<file path="src/rtl/pkt_emptylist.sv">
// Free-slot list for the packet buffer: a circular FIFO of slot IDs, filled with 0..NUM_SLOTS-1 after reset.
// Optional double-release detection is enabled by defining EMPTYLIST_DUP_CHECK_EN.
module pkt_emptylist #(
    parameter int NUM_SLOTS = 512,
    parameter int SLOT_W    = 9
) (
    input  logic              clk,
    input  logic              rst,
    output logic [SLOT_W-1:0] emptylist_out_data,
    output logic              emptylist_out_valid,
    input  logic              emptylist_out_ready,
    input  logic [SLOT_W-1:0] release_in_data,
    input  logic              release_in_valid,
    output logic              release_in_ready,
    output logic              init_done,
    output logic [SLOT_W:0]   free_count,
    output logic [31:0]       stats_alloc,
    output logic              dup_err
);

    typedef enum logic [0:0] {
        ST_INIT = 1'b0,
        ST_RUN  = 1'b1
    } state_t;

    localparam logic [SLOT_W:0]   FULL_COUNT = (SLOT_W+1)'(NUM_SLOTS);
    localparam logic [SLOT_W:0]   COUNT_ONE  = (SLOT_W+1)'(1);
    localparam logic [SLOT_W-1:0] LAST_ID    = SLOT_W'(NUM_SLOTS - 1);
    localparam logic [SLOT_W-1:0] PTR_ONE    = SLOT_W'(1);

    state_t            state_r;
    state_t            state_nxt_s;
    logic [SLOT_W-1:0] rd_ptr_r;
    logic [SLOT_W-1:0] wr_ptr_r;
    logic [SLOT_W-1:0] rd_ptr_nxt_s;
    logic [SLOT_W-1:0] wr_ptr_nxt_s;
    logic [SLOT_W:0]   count_r;
    logic [SLOT_W:0]   count_nxt_s;
    logic [SLOT_W-1:0] mem_r [NUM_SLOTS];
    logic              out_valid_r;
    logic              rel_ready_r;
    logic              init_done_r;
    logic              out_valid_nxt_s;
    logic              rel_ready_nxt_s;
    logic              init_done_nxt_s;
    logic [31:0]       stats_r;
    logic              alloc_s;
    logic              accept_s;
    logic              dup_s;
    logic              wr_en_s;
    logic [SLOT_W-1:0] wr_data_s;

    assign alloc_s  = out_valid_r && emptylist_out_ready;
    assign accept_s = release_in_valid && rel_ready_r;

`ifdef EMPTYLIST_DUP_CHECK_EN
    logic [NUM_SLOTS-1:0] free_bm_r;
    logic                 dup_err_r;

    // A release of the slot being allocated this very cycle counts as a double release too.
    assign dup_s = accept_s &&
                   (free_bm_r[release_in_data] ||
                    (alloc_s && (release_in_data == emptylist_out_data)));

    // Free bitmap: set when an ID enters the FIFO, cleared when it is handed out.
    always_ff @(posedge clk) begin
        if (rst) begin
            free_bm_r <= '0;
            dup_err_r <= 1'b0;
        end else begin
            if (alloc_s) begin
                free_bm_r[emptylist_out_data] <= 1'b0;
            end
            if (wr_en_s) begin
                free_bm_r[wr_data_s] <= 1'b1;
            end
            dup_err_r <= dup_s;
        end
    end

    assign dup_err = dup_err_r;
`else
    assign dup_s   = 1'b0;
    assign dup_err = 1'b0;
`endif

    // FSM state register.
    always_ff @(posedge clk) begin
        if (rst) begin
            state_r <= ST_INIT;
        end else begin
            state_r <= state_nxt_s;
        end
    end

    // Next-state logic: INIT ends once the last slot ID has been written.
    always_comb begin
        state_nxt_s = state_r;
        case (state_r)
            ST_INIT: begin
                if (wr_ptr_r == LAST_ID) begin
                    state_nxt_s = ST_RUN;
                end else begin
                    state_nxt_s = ST_INIT;
                end
            end
            ST_RUN:  state_nxt_s = ST_RUN;
            default: state_nxt_s = ST_INIT;
        endcase
    end

    // Output/datapath logic: FIFO write source, pointer/count updates and next handshake levels.
    always_comb begin
        wr_en_s      = 1'b0;
        wr_data_s    = release_in_data;
        rd_ptr_nxt_s = rd_ptr_r;
        wr_ptr_nxt_s = wr_ptr_r;
        count_nxt_s  = count_r;
        case (state_r)
            ST_INIT: begin
                wr_en_s   = 1'b1;
                wr_data_s = wr_ptr_r;
            end
            ST_RUN: begin
                wr_en_s   = accept_s && !dup_s;
                wr_data_s = release_in_data;
            end
            default: begin
                wr_en_s   = 1'b0;
                wr_data_s = release_in_data;
            end
        endcase
        if (alloc_s) begin
            rd_ptr_nxt_s = rd_ptr_r + PTR_ONE;
        end else begin
            rd_ptr_nxt_s = rd_ptr_r;
        end
        if (wr_en_s) begin
            wr_ptr_nxt_s = wr_ptr_r + PTR_ONE;
        end else begin
            wr_ptr_nxt_s = wr_ptr_r;
        end
        case ({alloc_s, wr_en_s})
            2'b10:   count_nxt_s = count_r - COUNT_ONE;
            2'b01:   count_nxt_s = count_r + COUNT_ONE;
            default: count_nxt_s = count_r;
        endcase
        // Handshake levels are registered from next state so they match count in the same cycle.
        init_done_nxt_s = (state_nxt_s == ST_RUN);
        out_valid_nxt_s = (state_nxt_s == ST_RUN) && (count_nxt_s != '0);
        rel_ready_nxt_s = (state_nxt_s == ST_RUN) && (count_nxt_s != FULL_COUNT);
    end

    // Pointers, count, statistics and registered handshake outputs.
    always_ff @(posedge clk) begin
        if (rst) begin
            rd_ptr_r    <= '0;
            wr_ptr_r    <= '0;
            count_r     <= '0;
            stats_r     <= 32'd0;
            out_valid_r <= 1'b0;
            rel_ready_r <= 1'b0;
            init_done_r <= 1'b0;
        end else begin
            rd_ptr_r    <= rd_ptr_nxt_s;
            wr_ptr_r    <= wr_ptr_nxt_s;
            count_r     <= count_nxt_s;
            stats_r     <= alloc_s ? (stats_r + 32'd1) : stats_r;
            out_valid_r <= out_valid_nxt_s;
            rel_ready_r <= rel_ready_nxt_s;
            init_done_r <= init_done_nxt_s;
        end
    end

    // Slot ID storage; contents are meaningless after reset until rewritten by INIT.
    always_ff @(posedge clk) begin
        if (!rst && wr_en_s) begin
            mem_r[wr_ptr_r] <= wr_data_s;
        end
    end

    assign emptylist_out_data  = mem_r[rd_ptr_r];
    assign emptylist_out_valid = out_valid_r;
    assign release_in_ready    = rel_ready_r;
    assign init_done           = init_done_r;
    assign free_count          = count_r;
    assign stats_alloc         = stats_r;

endmodule
</file>
<file path="config.mk">
export PLATFORM = sky130hd
export DESIGN_NAME = pkt_emptylist
export DESIGN_NICKNAME = d
export VERILOG_FILES = /design/src/rtl/pkt_emptylist.sv
export SDC_FILE = /design/constraint.sdc
export NUM_CORES = 2
export LEC_CHECK = 0
export CAP_MARGIN = 10
export CELL_PAD_IN_SITES_DETAIL_PLACEMENT = 1
export CELL_PAD_IN_SITES_GLOBAL_PLACEMENT = 1
export CORE_MARGIN = 3
export CORE_UTILIZATION = 51
export CTS_CLUSTER_SIZE = 20
export DETAILED_ROUTE_END_ITERATION = 8
export PLACE_DENSITY = 0.73
export SLEW_MARGIN = 20
export SYNTH_ARGS = -nofsm -noshare
export SYNTH_HDL_FRONTEND = slang
export SYNTH_MEMORY_MAX_BITS = 65536
export SYNTH_SLANG_ARGS = --single-unit
</file>
<file path="constraint.sdc">
create_clock -name clk -period 23.5 [get_ports clk]
set_input_delay 3.525 -clock clk [delete_from_list [all_inputs] [get_ports clk]]
set_output_delay 3.525 -clock clk [all_outputs]
set_load 0.05 [all_outputs]
</file>
== After elaboration in Yosys (flattened, before gate mapping) ==
Memory sizes are Yosys's and may differ from the RTL's. A register that Yosys moved wholly into a read port is not among the register bits.
Cells that the tools add are included.

* Register bits: 63
* Bits in writable memories: 4608
* Input port bits: 13
* Memories kept: 1

* $add $sub $neg: 5
* Eq/ne operators: 4
* Mux-type cells: 9
* Bitwise gates (word level): 1
* Reduce and logical (&&, ||, !) cells: 7

{| class="wikitable"
|+ Memories
! memory !! words !! width !! rd ports !! clocked after memory_dff !! write ports !! RTL line !! RTL
|-
| mem_r || 512 || 9 || 1 || 1 || 1 || 39 || <nowiki>logic [SLOT_W-1:0] mem_r [NUM_SLOTS];</nowiki>
|}

{| class="wikitable"
|+ Operators by type and width
! cell !! number
|-
| $add 32x1->32 const B || 1
|-
| $pmux 10 s2 || 1
|-
| $add 9x1->9 const B || 2
|-
| $mux 9 || 2
|-
| $pmux 9 s2 || 1
|-
| $add 10x1->10 const B || 1
|-
| $ne 10x10->1 const B || 1
|-
| $reduce_bool 10->1 || 1
|-
| $sub 10x1->10 const B || 1
|-
| $eq 9x9->1 const B || 1
|-
| $logic_and 1x1->1 || 5
|-
| $pmux 1 s2 || 2
|-
| $mux 1 || 3
|-
| $eq 2x1->1 const B || 1
|-
| $eq 2x2->1 const B || 1
|-
| $logic_not 1->1 || 1
|-
| $not 1->1 || 1
|}

== Logic depth before layout (Yosys ltp) ==
* Depth in word-level cells: 6
* Gate-level depth with buffers: 14
* Mapped depth without buffers: 13

== Least setup slack after synthesis ==
Ideal clock, no wire load.

* Path kind: reg-to-reg
* Start: register init_done (netlist name)
* End: memory mem_r[0][0] (data pin)
* Arrival time: 20579 ps
* Data required time: 19325 ps
* Setup slack: -1253 ps
* Cell stages (with the launch flop): 3
* Period minus slack after synthesis: 24753 ps
* Path through: dfxtp_1 buf_1 o21ai_0

{| class="wikitable"
|+ RTL lines
! element !! RTL line
|-
| end, declared || 39
|}

==> metrics.log <==
[metrics] worst setup path class: reg2out
[metrics] Hold Vio Cnt, Final: 0
[metrics] effective utilization at floorplan: between 50% and 60%
[metrics] number of flops mapped to enable cells by yosys: about 4,600
[metrics] hold worst-path end: stats_alloc[31]
[metrics] first-pass GRT wire length: ~760,000 µm
[metrics] root buffer selected by CTS: sky130_fd_sc_hd__clkbuf_16
[metrics] floorplan die height: 603.4 µm
[metrics] worst reg2reg path startpoint: init_done
[metrics] number of warnings issued by yosys: 0
[metrics] pin count of the biggest net entering global routing: between 200 and 250
[metrics] clock tree from TritonCTS: built
[metrics] relative max-transition margin: between 10% and 20%
[metrics] cell seen most often among critical-path stages: sky130_fd_sc_hd__buf_4
[metrics] hold-fix buffers at CTS: 0
[metrics] leakage power figure: 0.06289 µW
[metrics] critical path required time: 19,980 ps
[metrics] final core utilization: about 57%
[metrics] DRT antenna net count: 0
[metrics] number of cell instances on the worst register-to-register path: 4
[metrics] RSZ-0062 raised after global routing: false
[metrics] Top-Level Pins: 68
[metrics] critical path data arrival time: 8730 ps
[metrics] post-detailed-routing wire length: 531,400 µm
[metrics] ranking of synthesized cells by area: sky130_fd_sc_hd__edfxtp_1 76%, sky130_fd_sc_hd__mux4_2 14%, sky130_fd_sc_hd__nor2_1 1.6%
[metrics] Sinks on Clock Net: ~4,700
[metrics] async set or reset register ratio after synthesis: 0%
[metrics] footprint of the flip-flops and latches: approximately 0.14 mm²
[metrics] die span in x: between 600 and 700 µm
[metrics] placed insts: 13,220
[metrics] kind of cell adding the most delay to the critical path: buffers and inverters
[metrics] slowest stage delay, CP: 1020 ps
[metrics] result of the run: completed
[metrics] Period Utilization, post-route: around 52%
[metrics] DR vias: roughly 94,000
[metrics] buffer levels on the longest clock path: 4
[metrics] final HPWL from detailed placement: around 320,000 µm
[metrics] number of global-route vias before repair: 97,380
[metrics] kind of end point of the critical path: primary output
[metrics] worst clock skew: approximately 35 ps
[metrics] Worst-Margin Slew: 1258 ps
[metrics] number of H-tree branching levels: 5
[metrics] number of gates given a new drive strength after cts: 0
[metrics] register-to-register path setup slack: 18,550 ps
[metrics] share of the synthesized area in the top cell type: between 70 and 80%
[metrics] Mapped Nets: between 8,000 and 9,000
[metrics] final-report max-slew violation count: 0
[metrics] Setup crit start kind: flop
[metrics] number of buffers added on ports: 66
[metrics] DRC errors left: 0
[metrics] Syn Inst Count: 8,752
[metrics] overall routing resource usage: just under 30%
[metrics] core region area: 0.3540 mm²
[metrics] sequential area share after synthesis: 76.81%
[metrics] leading cell types by count after synthesis: 4,608 x sky130_fd_sc_hd__edfxtp_1, 1,122 x sky130_fd_sc_hd__mux4_2, 765 x sky130_fd_sc_hd__nor2_1
[metrics] nets: between 8,000 and 9,000
[metrics] most instantiated flip-flop cell in the synthesis netlist: sky130_fd_sc_hd__edfxtp_1
[metrics] Fillers: about 30,000
[metrics] most instantiated library cell after synthesis: sky130_fd_sc_hd__edfxtp_1
[metrics] final count of negative-setup-slack endpoints: 0
[metrics] synthesis-to-finish area growth: 11.35%
[metrics] CP max stage cell: sky130_fd_sc_hd__o31ai_1
[metrics] worst reg2reg path endpoint: mem_r[182][6]
[metrics] synthesized area per cell: 20.80 µm²
[metrics] antenna violations before repair: 36
[metrics] ratio of routed vias to standard cells: 6.681
[metrics] buffering stage count on the worst path with inverters included: 5
[metrics] Row Count: 218
[metrics] share of final-layout standard cells stronger than drive strength 1: between 20% and 30%
[metrics] Initial DRT Pass Iterations: 5
[metrics] chain of cells forming the critical path: buf_4, buf_4, buf_4, buf_4, mux4_2, nand2_1, a31oi_1, nand3_1, a21oi_1, nor4_1, o31ai_1, clkdlybuf4s50_1
[metrics] number of violations of the max-capacitance limit: 0
[metrics] IR drop worst, VDD: slightly below 0.00007 V
[metrics] wire length per cell: about 38 µm
[metrics] Iter 0 DRT Violations: between 10,000 and 15,000
[metrics] Tmin final: approximately 12,000 ps
[metrics] worst-path fanout max: 62
[metrics] footprint of the multi-input gates: 0.03958 mm²
[metrics] Peak Freq: a little over 80 MHz
[metrics] clock buffers created by TritonCTS: about 460
[metrics] source of the worst hold timing path: stats_alloc[31]
[metrics] number of setup buffers added after CTS: 0
[metrics] number of synthesized register bits: between 4,000 and 5,000
[metrics] source-to-sink clock delay at the later pin of the worst-skew pair: a little over 1000 ps
[metrics] cell taking the most area after synthesis: sky130_fd_sc_hd__edfxtp_1
[metrics] number of cells traversed by the worst hold path: 2
[metrics] Distinct cells, synth: just over 80
[metrics] total gr overflow: 0
[metrics] post-synthesis instance area: between 0.15 and 0.2 mm²
[metrics] post-route insts no fill: ~14,000
[metrics] die area: 0.3641 mm²
[metrics] RD Place Congestion: about 0.85
[metrics] CTS clk-pin slew, worst paths: 60 ps
[metrics] P per Cell Area: roughly 80 mW/mm²
[metrics] class of the tightest hold or removal check: reg2reg
## sequential cells by signal (all words and copies together), names as in the netlist, named ones only
signal	cells
mem_r	4608
stats_alloc	32
free_count	10
rd_ptr_r	9
wr_ptr_r	9
emptylist_out_valid	1
init_done	1
release_in_ready	1
## layout by cell type (no fill, tap or decap), types with 43 or more instances in the layout
cell / instances
sky130_fd_sc_hd__clkinv_2: 101
sky130_fd_sc_hd__a21oi_1: 99
sky130_fd_sc_hd__mux4_2: 1122
sky130_fd_sc_hd__clkbuf_1: 71
sky130_fd_sc_hd__nand3_1: 58
sky130_fd_sc_hd__edfxtp_1: 4608
sky130_fd_sc_hd__dfxtp_1: 65
sky130_fd_sc_hd__clkinv_1: 114
sky130_fd_sc_hd__o221ai_1: 58
sky130_fd_sc_hd__buf_4: 177
sky130_fd_sc_hd__mux2i_1: 234
sky130_fd_sc_hd__o21ai_0: 109
sky130_fd_sc_hd__bufinv_16: 43
sky130_fd_sc_hd__nand2_1: 373
sky130_fd_sc_hd__o22ai_1: 100
sky130_fd_sc_hd__nor2_1: 719
sky130_fd_sc_hd__clkdlybuf4s50_1: 65
sky130_fd_sc_hd__a31oi_1: 53
sky130_fd_sc_hd__mux2_2: 55
sky130_fd_sc_hd__clkbuf_16: 466
## per-layer routing
layer | vias up | GRT usage, % | wire length, µm
li1 | 36590 | - | -
met2 | 5877 | 45.58 | 252100
met3 | 1213 | 5.982 | 54000
met5 | - | 0 | 170
met4 | 26 | 13.07 | 26870
met1 | 50480 | 40.14 | 198200
## tightest hold or removal path: cells and delay by family (launching register included)
kind / cells / cell delay, ps
compound gates: 2 / 130
flops: 1 / 320
## where the power goes
part           internal, µW  switching, µW
registers              9100           2.57
logic                  17.9            122
clock network          4100           3180
total                 13200           3310
## worst max-delay path by stage
stage,from,cells past startpoint,slack (ps),end
2_1_floorplan,init_done,2,-1250,mem_r[0][0]
3_3_place_gp,flop,11,12240,emptylist_out_data[5]
3_5_place_dp,flop,12,12300,emptylist_out_data[4]
4_1_cts,flop,11,11230,emptylist_out_data[1]
5_1_grt,flop,11,11030,emptylist_out_data[1]
6_report,flop,12,11240,emptylist_out_data[1]
## area by class of cell
| cell class | instances | share of cell area [%] |
|---|---|---|
| flip-flops and latches | 4680 | 68.99 |
| well taps | 4730 | 2.920 |
| diodes | 40 | 0.04938 |
| multi-input cells | 3517 | 19.53 |
| inverters | 22 | 0.04938 |
| clock inverters | 299 | 1.326 |
| repair buffers | 271 | 1.245 |
| clock buffers | 539 | 5.898 |
## cells by family after synthesis
group,count (synthesis),synth area share [%]
flops,4680,76.81
mux,1419,15.57
simple gates,1392,3.171
compound gates,645,2.412
buf+inv,555,1.713
xor+xnor,43,0.2069
fa+ha+maj,17,0.1210
other cells,1,0.002060
## metrics by stage
stage / instance area, µm² / setup TNS, ps / hold WS (ps) / total power [µW] / setup slack, ps
2_1_floorplan: 182000 / -1283440 / 459.1 / 9425 / -1253
3_3_place_gp: 187700 / 0 / 470.0 / 9412 / 12240
3_5_place_dp: 187800 / 0 / 499.0 / 9423 / 12300
4_1_cts: 202400 / 0 / 509.4 / 16580 / 11230
5_1_grt: 202600 / 0 / 509.0 / 16930 / 11030
6_report: 202700 / 0 / 501.0 / 16530 / 11240
(Power assumes the default switching activity.)
